$ cat config.mk
export PLATFORM = sky130hd
export DESIGN_NAME = sc_velocity_scheduler
export DESIGN_NICKNAME = d
export VERILOG_FILES = /design/src/rtl/sc_velocity_pkg.sv /design/src/rtl/sc_period_tick.sv /design/src/rtl/sc_velocity_scheduler.sv
export SDC_FILE = /design/constraint.sdc
export NUM_CORES = 1
export LEC_CHECK = 0
export ABC_CLOCK_PERIOD_IN_PS = 2300
export CAP_MARGIN = 20
export CORE_MARGIN = 3
export CORE_UTILIZATION = 47
export CTS_CLUSTER_DIAMETER = 60
export DETAILED_ROUTE_END_ITERATION = 8
export PLACE_DENSITY = 0.81
export REMOVE_ABC_BUFFERS = 1
export SYNTH_ARGS = -nofsm -noshare
export SYNTH_HDL_FRONTEND = slang
export SYNTH_SLANG_ARGS = --single-unit
$ cat constraint.sdc
create_clock -name SC_VELOCITY_SCHEDULER_CLOCK_50 -period 2.3 [get_ports SC_VELOCITY_SCHEDULER_CLOCK_50]
set_input_delay 0.23 -clock SC_VELOCITY_SCHEDULER_CLOCK_50 [delete_from_list [all_inputs] [get_ports SC_VELOCITY_SCHEDULER_CLOCK_50]]
set_output_delay 0.23 -clock SC_VELOCITY_SCHEDULER_CLOCK_50 [all_outputs]
set_load 0.005 [all_outputs]
$ cat src/rtl/sc_velocity_pkg.sv
// Shared definitions for the global-velocity scheduler: FSM encoding and
// sign-magnitude word layout (|S|integer|fraction|).
package sc_velocity_pkg;

   localparam int unsigned N_WIDTH_DEF  = 32;
   localparam int unsigned Q_WIDTH_DEF  = 15;
   localparam int unsigned SIGN_BIT_DEF = N_WIDTH_DEF - 1;

   typedef enum logic [2:0] {
      StIdle    = 3'd0,
      StLoad    = 3'd1,
      StStart   = 3'd2,
      StWait    = 3'd3,
      StCapture = 3'd4
   } sc_state_e;

   function automatic int unsigned sm_sign_bit(input int unsigned n_width);
      return n_width - 1;
   endfunction

endpackage

$ cat src/rtl/sc_period_tick.sv
// Free-running period counter: counts 0..PERIOD_CYCLES-1 while enabled and
// emits a one-cycle tick on the wrap cycle; disabled means held at zero.
module sc_period_tick #(
   parameter int unsigned PERIOD_CYCLES = 50000
) (
   input  logic clk_i,
   input  logic rst_ni,
   input  logic enable_i,
   output logic tick_o
);

   localparam int unsigned CntWidth = $clog2(PERIOD_CYCLES);
   localparam logic [CntWidth-1:0] CntLast = CntWidth'(PERIOD_CYCLES - 1);

   logic [CntWidth-1:0] cnt_q, cnt_d;

   always_comb begin
      tick_o = enable_i && (cnt_q == CntLast);
      cnt_d  = '0;
      if (enable_i && !tick_o) begin
         cnt_d = cnt_q + 1'b1;
      end
   end

   always_ff @(posedge clk_i or negedge rst_ni) begin
      if (!rst_ni) begin
         cnt_q <= '0;
      end else begin
         cnt_q <= cnt_d;
      end
   end

endmodule

$ cat src/rtl/sc_velocity_scheduler.sv
// Periodic launcher for the velocity rotation core: snapshots local samples,
// fires one READY pulse per period, waits for DONE with timeout, latches results.
module sc_velocity_scheduler
   import sc_velocity_pkg::*;
#(
   parameter int unsigned N_WIDTH        = N_WIDTH_DEF,
   parameter int unsigned Q_WIDTH        = Q_WIDTH_DEF,
   parameter int unsigned PERIOD_CYCLES  = 50000,
   parameter int unsigned TIMEOUT_CYCLES = 1024
) (
   input  logic               SC_VELOCITY_SCHEDULER_CLOCK_50,
   input  logic               SC_VELOCITY_SCHEDULER_RESET_InLow,
   input  logic               SC_VELOCITY_SCHEDULER_ENABLE_In,
   input  logic               SC_VELOCITY_SCHEDULER_CLEAR_In,
   input  logic               SC_VELOCITY_SCHEDULER_SAMPLE_VALID_In,
   input  logic [N_WIDTH-1:0] SC_VELOCITY_SCHEDULER_VX_InBus,
   input  logic [N_WIDTH-1:0] SC_VELOCITY_SCHEDULER_VY_InBus,
   input  logic [N_WIDTH-1:0] SC_VELOCITY_SCHEDULER_WZ_InBus,
   input  logic [N_WIDTH-1:0] SC_VELOCITY_SCHEDULER_THETA_InBus,
   input  logic               SC_VELOCITY_SCHEDULER_CORE_DONE_In,
   input  logic [N_WIDTH-1:0] SC_VELOCITY_SCHEDULER_CORE_VX_InBus,
   input  logic [N_WIDTH-1:0] SC_VELOCITY_SCHEDULER_CORE_VY_InBus,
   input  logic [N_WIDTH-1:0] SC_VELOCITY_SCHEDULER_CORE_WZ_InBus,
   output logic               SC_VELOCITY_SCHEDULER_CORE_READY_Out,
   output logic [N_WIDTH-1:0] SC_VELOCITY_SCHEDULER_CORE_VX_OutBus,
   output logic [N_WIDTH-1:0] SC_VELOCITY_SCHEDULER_CORE_VY_OutBus,
   output logic [N_WIDTH-1:0] SC_VELOCITY_SCHEDULER_CORE_WZ_OutBus,
   output logic [N_WIDTH-1:0] SC_VELOCITY_SCHEDULER_CORE_THETA_OutBus,
   output logic [N_WIDTH-1:0] SC_VELOCITY_SCHEDULER_VX_GLOBAL_OutBus,
   output logic [N_WIDTH-1:0] SC_VELOCITY_SCHEDULER_VY_GLOBAL_OutBus,
   output logic [N_WIDTH-1:0] SC_VELOCITY_SCHEDULER_WZ_GLOBAL_OutBus,
   output logic               SC_VELOCITY_SCHEDULER_RESULT_VALID_Out,
   output logic               SC_VELOCITY_SCHEDULER_BUSY_Out,
   output logic               SC_VELOCITY_SCHEDULER_OVERRUN_Out,
   output logic               SC_VELOCITY_SCHEDULER_TIMEOUT_Out
);

   localparam int unsigned TmoWidth = (TIMEOUT_CYCLES > 1) ? $clog2(TIMEOUT_CYCLES) : 1;
   localparam logic [TmoWidth-1:0] TmoLast = TmoWidth'(TIMEOUT_CYCLES - 1);

   logic clk;
   logic rst_n;
   logic tick;
   logic done_rise;

   assign clk   = SC_VELOCITY_SCHEDULER_CLOCK_50;
   assign rst_n = SC_VELOCITY_SCHEDULER_RESET_InLow;

   sc_state_e           state_q, state_d;
   logic [N_WIDTH-1:0]  snap_vx_q, snap_vx_d, snap_vy_q, snap_vy_d;
   logic [N_WIDTH-1:0]  snap_wz_q, snap_wz_d, snap_th_q, snap_th_d;
   logic [N_WIDTH-1:0]  core_vx_q, core_vx_d, core_vy_q, core_vy_d;
   logic [N_WIDTH-1:0]  core_wz_q, core_wz_d, core_th_q, core_th_d;
   logic [N_WIDTH-1:0]  glob_vx_q, glob_vx_d, glob_vy_q, glob_vy_d, glob_wz_q, glob_wz_d;
   logic                fresh_q, fresh_d;
   logic                done_q, done_d;
   logic [TmoWidth-1:0] tmo_cnt_q, tmo_cnt_d;
   logic                result_valid_q, result_valid_d;
   logic                overrun_q, overrun_d;
   logic                timeout_q, timeout_d;

   sc_period_tick #(
      .PERIOD_CYCLES(PERIOD_CYCLES)
   ) u_period_tick (
      .clk_i   (clk),
      .rst_ni  (rst_n),
      .enable_i(SC_VELOCITY_SCHEDULER_ENABLE_In),
      .tick_o  (tick)
   );

   // A DONE level already high when WAIT is entered is not a rising edge.
   assign done_rise = SC_VELOCITY_SCHEDULER_CORE_DONE_In && !done_q;

   always_comb begin
      state_d        = state_q;
      snap_vx_d      = snap_vx_q;
      snap_vy_d      = snap_vy_q;
      snap_wz_d      = snap_wz_q;
      snap_th_d      = snap_th_q;
      core_vx_d      = core_vx_q;
      core_vy_d      = core_vy_q;
      core_wz_d      = core_wz_q;
      core_th_d      = core_th_q;
      glob_vx_d      = glob_vx_q;
      glob_vy_d      = glob_vy_q;
      glob_wz_d      = glob_wz_q;
      fresh_d        = fresh_q;
      done_d         = SC_VELOCITY_SCHEDULER_CORE_DONE_In;
      tmo_cnt_d      = tmo_cnt_q;
      result_valid_d = 1'b0;
      overrun_d      = overrun_q;
      timeout_d      = timeout_q;

      if (SC_VELOCITY_SCHEDULER_CLEAR_In) begin
         overrun_d = 1'b0;
         timeout_d = 1'b0;
      end

      if (SC_VELOCITY_SCHEDULER_SAMPLE_VALID_In) begin
         snap_vx_d = SC_VELOCITY_SCHEDULER_VX_InBus;
         snap_vy_d = SC_VELOCITY_SCHEDULER_VY_InBus;
         snap_wz_d = SC_VELOCITY_SCHEDULER_WZ_InBus;
         snap_th_d = SC_VELOCITY_SCHEDULER_THETA_InBus;
      end

      unique case (state_q)
         StIdle: begin
            if (tick && fresh_q) begin
               state_d = StLoad;
            end
         end
         StLoad: begin
            core_vx_d = snap_vx_q;
            core_vy_d = snap_vy_q;
            core_wz_d = snap_wz_q;
            core_th_d = snap_th_q;
            fresh_d   = 1'b0;
            state_d   = StStart;
         end
         StStart: begin
            tmo_cnt_d = '0;
            state_d   = StWait;
         end
         StWait: begin
            if (done_rise) begin
               state_d = StCapture;
            end else if (tmo_cnt_q == TmoLast) begin
               state_d   = StIdle;
               timeout_d = 1'b1;
            end else begin
               tmo_cnt_d = tmo_cnt_q + 1'b1;
            end
         end
         StCapture: begin
            glob_vx_d      = SC_VELOCITY_SCHEDULER_CORE_VX_InBus;
            glob_vy_d      = SC_VELOCITY_SCHEDULER_CORE_VY_InBus;
            glob_wz_d      = SC_VELOCITY_SCHEDULER_CORE_WZ_InBus;
            result_valid_d = 1'b1;
            state_d        = StIdle;
         end
         default: state_d = StIdle;
      endcase

      // Ticks landing on a busy scheduler are dropped, only flagged.
      if (tick && (state_q != StIdle)) begin
         overrun_d = 1'b1;
      end
      // A sample coinciding with LOAD survives for the next period.
      if (SC_VELOCITY_SCHEDULER_SAMPLE_VALID_In) begin
         fresh_d = 1'b1;
      end
   end

   always_ff @(posedge clk or negedge rst_n) begin
      if (!rst_n) begin
         state_q        <= StIdle;
         snap_vx_q      <= '0;
         snap_vy_q      <= '0;
         snap_wz_q      <= '0;
         snap_th_q      <= '0;
         core_vx_q      <= '0;
         core_vy_q      <= '0;
         core_wz_q      <= '0;
         core_th_q      <= '0;
         glob_vx_q      <= '0;
         glob_vy_q      <= '0;
         glob_wz_q      <= '0;
         fresh_q        <= 1'b0;
         done_q         <= 1'b0;
         tmo_cnt_q      <= '0;
         result_valid_q <= 1'b0;
         overrun_q      <= 1'b0;
         timeout_q      <= 1'b0;
      end else begin
         state_q        <= state_d;
         snap_vx_q      <= snap_vx_d;
         snap_vy_q      <= snap_vy_d;
         snap_wz_q      <= snap_wz_d;
         snap_th_q      <= snap_th_d;
         core_vx_q      <= core_vx_d;
         core_vy_q      <= core_vy_d;
         core_wz_q      <= core_wz_d;
         core_th_q      <= core_th_d;
         glob_vx_q      <= glob_vx_d;
         glob_vy_q      <= glob_vy_d;
         glob_wz_q      <= glob_wz_d;
         fresh_q        <= fresh_d;
         done_q         <= done_d;
         tmo_cnt_q      <= tmo_cnt_d;
         result_valid_q <= result_valid_d;
         overrun_q      <= overrun_d;
         timeout_q      <= timeout_d;
      end
   end

   assign SC_VELOCITY_SCHEDULER_CORE_READY_Out    = (state_q == StStart);
   assign SC_VELOCITY_SCHEDULER_BUSY_Out          = (state_q != StIdle);
   assign SC_VELOCITY_SCHEDULER_CORE_VX_OutBus    = core_vx_q;
   assign SC_VELOCITY_SCHEDULER_CORE_VY_OutBus    = core_vy_q;
   assign SC_VELOCITY_SCHEDULER_CORE_WZ_OutBus    = core_wz_q;
   assign SC_VELOCITY_SCHEDULER_CORE_THETA_OutBus = core_th_q;
   assign SC_VELOCITY_SCHEDULER_VX_GLOBAL_OutBus  = glob_vx_q;
   assign SC_VELOCITY_SCHEDULER_VY_GLOBAL_OutBus  = glob_vy_q;
   assign SC_VELOCITY_SCHEDULER_WZ_GLOBAL_OutBus  = glob_wz_q;
   assign SC_VELOCITY_SCHEDULER_RESULT_VALID_Out  = result_valid_q;
   assign SC_VELOCITY_SCHEDULER_OVERRUN_Out       = overrun_q;
   assign SC_VELOCITY_SCHEDULER_TIMEOUT_Out       = timeout_q;

endmodule
==> results_dict.tcl, run 1 <==
set metrics [dict create \
    worst_pin_slew_ns 0.534 \
    cp_max_fo 7 \
    async_reset_ff_frac 1.00 \
    cts_inserted_buffers 39 \
    groute.usage.overall 0.220 \
    cts_max_level 2 \
    whs_endpoint "done_q" \
    die_h_um 183 \
    yosysTopAreaCellShare 0.660 \
    reg2reg_slack_ns 0.38 \
    crit_type "flop to output pin" \
    drt_pass1_iterations 6 \
    vias_per_cell 5.15 \
    synth_top_cell_by_area "dfrtp_1" \
    clkLatencyLatePin_ns 0.52 \
    synth_edf_count 0 \
    setup_tns_ns 0 \
    synthCells 915 \
    port_buffers 458 \
    rsz0062_at_grt "false" \
    area_delta_synth_final_pct 43.6 \
    reg2reg_depth 5 \
    power_density_nw_per_um2 1200 \
    slew-limit-headroom 0.644 \
    sw_frac_of_total 0.266 \
    layout_commonest_cell "clkdlybuf4s50_1" \
    cts_setup_buffers 0 \
    grt_first_pass_wirelength_um 57900 \
    reg2reg_to "tmo_cnt_q[9]" \
    p_switching_mw 6.69 \
    internal_power_mw 18.5 \
    fin_nets 1622 \
    grt_max_degree 98 \
    setup_viol_count_final 0 \
    p_comb_frac 0.353 \
    cts-root-buf "clkbuf_16" \
    ys_ff_latch 386 \
    ir_drop_mv 0.828 \
    multi_input_area_um2 4750 \
    grt_util_met2 0.378 \
    worstReg2RegStart "tmo_cnt_q[0]" \
    ys_types 38 \
    synth_seq_area_share 0.660 \
    drcViolationCount 0 \
    drt-total-wl_um 36800 \
    use_met1 0.256 \
    seq_power_share 0.409 \
    clock_skew_ns 0.0110 \
    drtAntennaViolNets 0 \
    cts_tree "yes" \
    status "finished clean" \
    via_count 9292 \
    total_leakage_power_nw 8.89 \
    regArea_um2 9660 \
    syn_area_per_cell_um2 16.0 \
    grt.busiest_layer "met2" \
    yosys_warnings 0 \
    ioPinCount 459 \
    hold_depth 1 \
    synthTopCellsByArea "dfrtp_1 66%, mux2_2 27%, buf_2 0.89%, o31ai_1 0.77%, xnor2_1 0.60%" \
    gp_congestion 0.791 \
    synth_area_um2 14600 \
    rows 63 \
    layout-drive-gt1-share 0.312 \
    hold_class "input pin to flop" \
    fmax_ghz 0.491 \
    synth-main-ff-cell "dfrtp_1" \
    clockBufferDepth 3 \
    grt_overflow_total 0 \
    num-fill-cells 2052 \
    start_util 0.485 \
    drv_cap 0 \
    dp_hpwl_um 26400 \
    final_cell_mix "456 x clkdlybuf4s50_1, 386 x dfrtp_1, 352 x mux2_2" \
    antenna_found_initial 3 \
    hold_viol_final 0 \
    core_area_um2 30200 \
    cp-start-kind "flop" \
    initialDrtViolationCount 356 \
    die-area_um2 33300 \
    dpl-instance-area_um2 19800 \
    crit_arrival_ns 1.81 \
    wire_per_inst_um 20.4 \
    period_minus_slack_ns 2.04 \
    grt_use_met3 0.0751 \
    slew_viol_final 0 \
    grt_pass1_vias 10174 \
    power_frac_clock 0.238 \
    clk_pin_slew_worst_paths_ns 0.06 \
    end_kind "output pin" \
    worstPathRequired_ns 2.07 \
    numClockSinks 386 \
    fp.dieW_um 183 \
    cts_resized 0 \
    stdcell_area_um2 21000 \
    period_share 0.886 \
    hold_path.startpoint "SC_VELOCITY_SCHEDULER_CORE_DONE_In" \
]
[power groups by stage]
stage / clock [mW] / sequential [mW] / combinational (mW)
6_report: 5.99 / 10.3 / 8.90
3_3_place_gp: 0 / 10.2 / 8.85
3_5_place_dp: 0 / 10.4 / 8.99
5_1_grt: 6.41 / 10.6 / 9.49
4_1_cts: 6.14 / 10.3 / 9.08
2_1_floorplan: 0 / 10.3 / 2.65
[layer usage]
metal / up-vias / wire [µm]
met5: - / 0
met4: 0 / 1310
met3: 73 / 3440
met2: 340 / 18500
met1: 4670 / 13600
li1: 4209 / -
[through the flow]
step / util / hold WS [ns] / power [mW] / cells / setup slack, ns
after CTS: 0.696 / 0.170 / 25.5 / 1803 / 0.216
after global placement: 0.656 / 0.229 / 19.1 / 1738 / 0.476
after floorplan: - / -0.0656 / 13.0 / 869 / -8.10
final: 0.697 / 0.191 / 25.2 / 1806 / 0.262
after global routing: 0.697 / 0.195 / 26.5 / 1806 / 0.0853
after detailed placement: 0.656 / 0.224 / 19.4 / 1738 / 0.409
[flip-flops by register name, indices dropped and copies added, names as in the netlist, 16 cells and up]
name / flops
SC_VELOCITY_SCHEDULER_VX_GLOBAL_OutBus: 32
SC_VELOCITY_SCHEDULER_CORE_THETA_OutBus: 32
SC_VELOCITY_SCHEDULER_VY_GLOBAL_OutBus: 32
SC_VELOCITY_SCHEDULER_CORE_VY_OutBus: 32
SC_VELOCITY_SCHEDULER_WZ_GLOBAL_OutBus: 32
SC_VELOCITY_SCHEDULER_CORE_WZ_OutBus: 32
snap_vx_q: 32
snap_th_q: 32
SC_VELOCITY_SCHEDULER_CORE_VX_OutBus: 32
u_period_tick.cnt_q: 16
snap_vy_q: 32
snap_wz_q: 32
[synth_stat cells (4+ instances only)]
cell and count:
nand3_1 8, clkbuf_1 18, mux2_2 352, nand4_1 4
nor3_1 5, nor2_1 20, xnor2_1 10, o21ai_0 6
nor4_1 4, and3_1 5, dfrtp_1 386, inv_1 9
buf_2 26, o31ai_1 15, nand2_1 9
[timing repair]
item	in CTS	in global routing
hold buffers	1	0
setup endpoints to repair	0	0
endpoints found under the hold margin	52	0
[kinds of logic after synthesis]
family | after synthesis | share of synthesized area
DFF | 386 | 0.660
muxes | 352 | 0.271
adders and majority gates | 2 | 0.00171
xor gates and xnor gates | 12 | 0.00718
AOI/OAI and AO/OA | 36 | 0.0171
and+or+nand+nor | 72 | 0.0273
buffers and inverters | 55 | 0.0164
[critical path: stages, from the launching register on]
cell and delay, ns:
dfrtp_1 0.47, nor3_1 0.30, inv_1 0.06, clkdlybuf4s50_1 0.46
[area by class of cell]
class                      instances  share of cell area
clock inverter                    12             0.00476
tap                              390              0.0232
multi-input combinational        474               0.226
timing repair buffer             480               0.233
clock buffer                      52              0.0521
inverter                           9             0.00161
sequential                       386               0.459
antenna                            3            0.000357
[how the worst max path moves through the flow]
stage	start	endpoint	cells after the start
floorplan	state_q[0]	SC_VELOCITY_SCHEDULER_CORE_THETA_OutBus[0]	3
global placement	state_q[0]	SC_VELOCITY_SCHEDULER_CORE_VY_OutBus[15]	5
detailed placement	tmo_cnt_q[0]	tmo_cnt_q[9]	5
CTS	state_q[1]	SC_VELOCITY_SCHEDULER_BUSY_Out	3
global route	state_q[0]	SC_VELOCITY_SCHEDULER_BUSY_Out	3
finish	state_q[1]	SC_VELOCITY_SCHEDULER_BUSY_Out	3
Note: power is estimated with default switching activity, not from simulation.
==> run 2: changes to the inputs <==
- ABC_CLOCK_PERIOD_IN_PS: 2300 -> 2500
- CORE_UTILIZATION: 47 -> 50
- PLACE_DENSITY: 0.81 -> 0.85
- REMOVE_ABC_BUFFERS: 1 -> unset
- clock period: 2.3 -> 2.5 ns (I/O delays scaled with it)
==> run 2 against run 1 <==
Effect of this change:
- power fell by 6.8%
- core utilization up 3.6 points
- hold slack better by 0.041 ns
- non-clock buffer count up 1
- critical endpoint unchanged
- largest power group unchanged
==> results_dict.tcl, run 2 (synthesized netlist as in run 1, its figures left out) <==
set metrics [dict create \
    path_delay_family "buffers and inverters" \
    cp_max_fo 7 \
    drt-total-wl_um 39000 \
    die-area_um2 31400 \
    core_area_um2 28800 \
    worstPathRequired_ns 2.25 \
    clk_pin_slew_worst_paths_ns 0.06 \
    clock_skew_ns 0.0185 \
    clkLatencyLatePin_ns 0.52 \
    post-route-util 0.733 \
    syn_nets 1147 \
    p_comb_frac 0.349 \
    dpl-instance-area_um2 19800 \
    sw_frac_of_total 0.267 \
    drv_cap 0 \
    layout-drive-gt1-share 0.314 \
    fmax_ghz 0.430 \
    hold_class "input pin to flop" \
    stdcell_area_um2 21100 \
    cp-start-kind "flop" \
    period_minus_slack_ns 2.33 \
    drcViolationCount 0 \
    vias_per_cell 5.19 \
    drtAntennaViolNets 0 \
    crit_type "flop to output pin" \
    period_share 0.931 \
    numClockSinks 386 \
    fin_nets 1624 \
    antenna_found_initial 2 \
    cts_resized 0 \
    total_leakage_power_nw 8.93 \
    initialDrtViolationCount 368 \
    power_density_nw_per_um2 1110 \
    hold_viol_final 0 \
    groute.usage.overall 0.246 \
    rows 62 \
    start_util 0.509 \
    end_kind "output pin" \
    crit_path_max_incr_delay_ns 0.53 \
    crit_arrival_ns 2.08 \
    status "finished clean" \
    grt_overflow_total 0 \
    port_buffers 458 \
    seq_power_share 0.407 \
    grt_max_degree 87 \
    gp_congestion 0.798 \
    grt_first_pass_wirelength_um 59700 \
    cp_cell_sequence "nor3_1, inv_1, clkdlybuf4s50_1" \
    fp.dieW_um 177 \
    dp_hpwl_um 28500 \
    clockBufferDepth 3 \
    via_count 9355 \
    critPathSlowestCell "nor3_1" \
    hold_ws_ns 0.232 \
    crit_buf_inv 2 \
    cts_max_level 2 \
    layout_commonest_cell "clkdlybuf4s50_1" \
    die_h_um 177 \
    setup_viol_count_final 0 \
    slew-limit-headroom 0.453 \
    wire_per_inst_um 21.6 \
    area_delta_synth_final_pct 44.1 \
    final_cell_mix "456 x clkdlybuf4s50_1, 386 x dfrtp_1, 352 x mux2_2" \
    ioPinCount 459 \
    cts_tree "yes" \
    p_total_mw 23.5 \
    power_frac_clock 0.244 \
    internal_power_mw 17.2 \
    worst_pin_slew_ns 0.819 \
    setup_tns_ns 0 \
    drt_pass1_iterations 6 \
    rsz0062_at_grt "false" \
    cts-root-buf "clkbuf_16" \
    grt_pass1_vias 10388 \
    p_switching_mw 6.26 \
    cts_inserted_buffers 40 \
    slew_viol_final 0 \
    ir_drop_mv 0.735 \
]
run 2: cell count changes in the layout (fill, tap and decap cells not counted):
cell,before,now
buf_12,11,10
clkbuf_16,40,41
clkinv_2,9,5
clkbuf_8,5,10
inv_6,1,2
buf_4,11,13
clkbuf_1,7,8
clkinv_8,1,0
diode_2,3,2
clkinvlp_4,0,1
run 2: routing by layer:
| metal | share of wire | GRT usage |
|---|---|---|
| met1 | 0.35 | 0.275 |
| met5 | 0 | 0 |
| met4 | 0.028 | 0.0763 |
| met3 | 0.097 | 0.0950 |
| met2 | 0.52 | 0.435 |
run 2: timing repair:
item / CTS / global route
hold endpoints to repair: 50 / 0
setup buffers: 0 / 0
endpoints found under the setup margin: 0 / 0
hold buffers: 1 / 0
run 2: final timing paths:
check	start	to	slack, ns	depth (start not counted)
setup / recovery	state_q[1]	SC_VELOCITY_SCHEDULER_BUSY_Out	0.17	3
setup reg to reg	state_q[0]	tmo_cnt_q[0]	0.35	4
hold / removal	SC_VELOCITY_SCHEDULER_CORE_DONE_In	done_q	0.23	1
max in group asynchronous	SC_VELOCITY_SCHEDULER_RESET_InLow	SC_VELOCITY_SCHEDULER_CORE_VX_OutBus[24]	1.33	4
min in group asynchronous	SC_VELOCITY_SCHEDULER_RESET_InLow	SC_VELOCITY_SCHEDULER_WZ_GLOBAL_OutBus[16]	0.27	2
hold reg to reg	u_period_tick.cnt_q[0]	u_period_tick.cnt_q[0]	0.48	1
run 2: power by group through the flow:
stage / Clock, mW / Sequential [mW] / Combinational [mW]
after global placement: 0 / 9.48 / 8.09
after global routing: 6.12 / 9.79 / 8.71
after CTS: 5.84 / 9.56 / 8.34
after floorplan: 0 / 9.53 / 2.94
after detailed placement: 0 / 9.60 / 8.27
final: 5.72 / 9.54 / 8.20
run 2: metrics by stage:
stage,worst slack [ns],std cells
final,0.174,1804
after global routing,0.115,1804
after CTS,0.198,1802
after detailed placement,0.366,1733
after global placement,0.445,1733
after floorplan,0.751,915
run 2: layout make-up:
cell class | instances | area [µm²]
diodes | 2 | 5.00
clock buffers | 59 | 1190
clock inverters | 9 | 80.1
fillers | 1781 | 7690
inverters | 9 | 33.8
multi-input cells | 474 | 4750
flip-flops and latches | 386 | 9660
well taps | 384 | 480
repair buffers | 481 | 4890
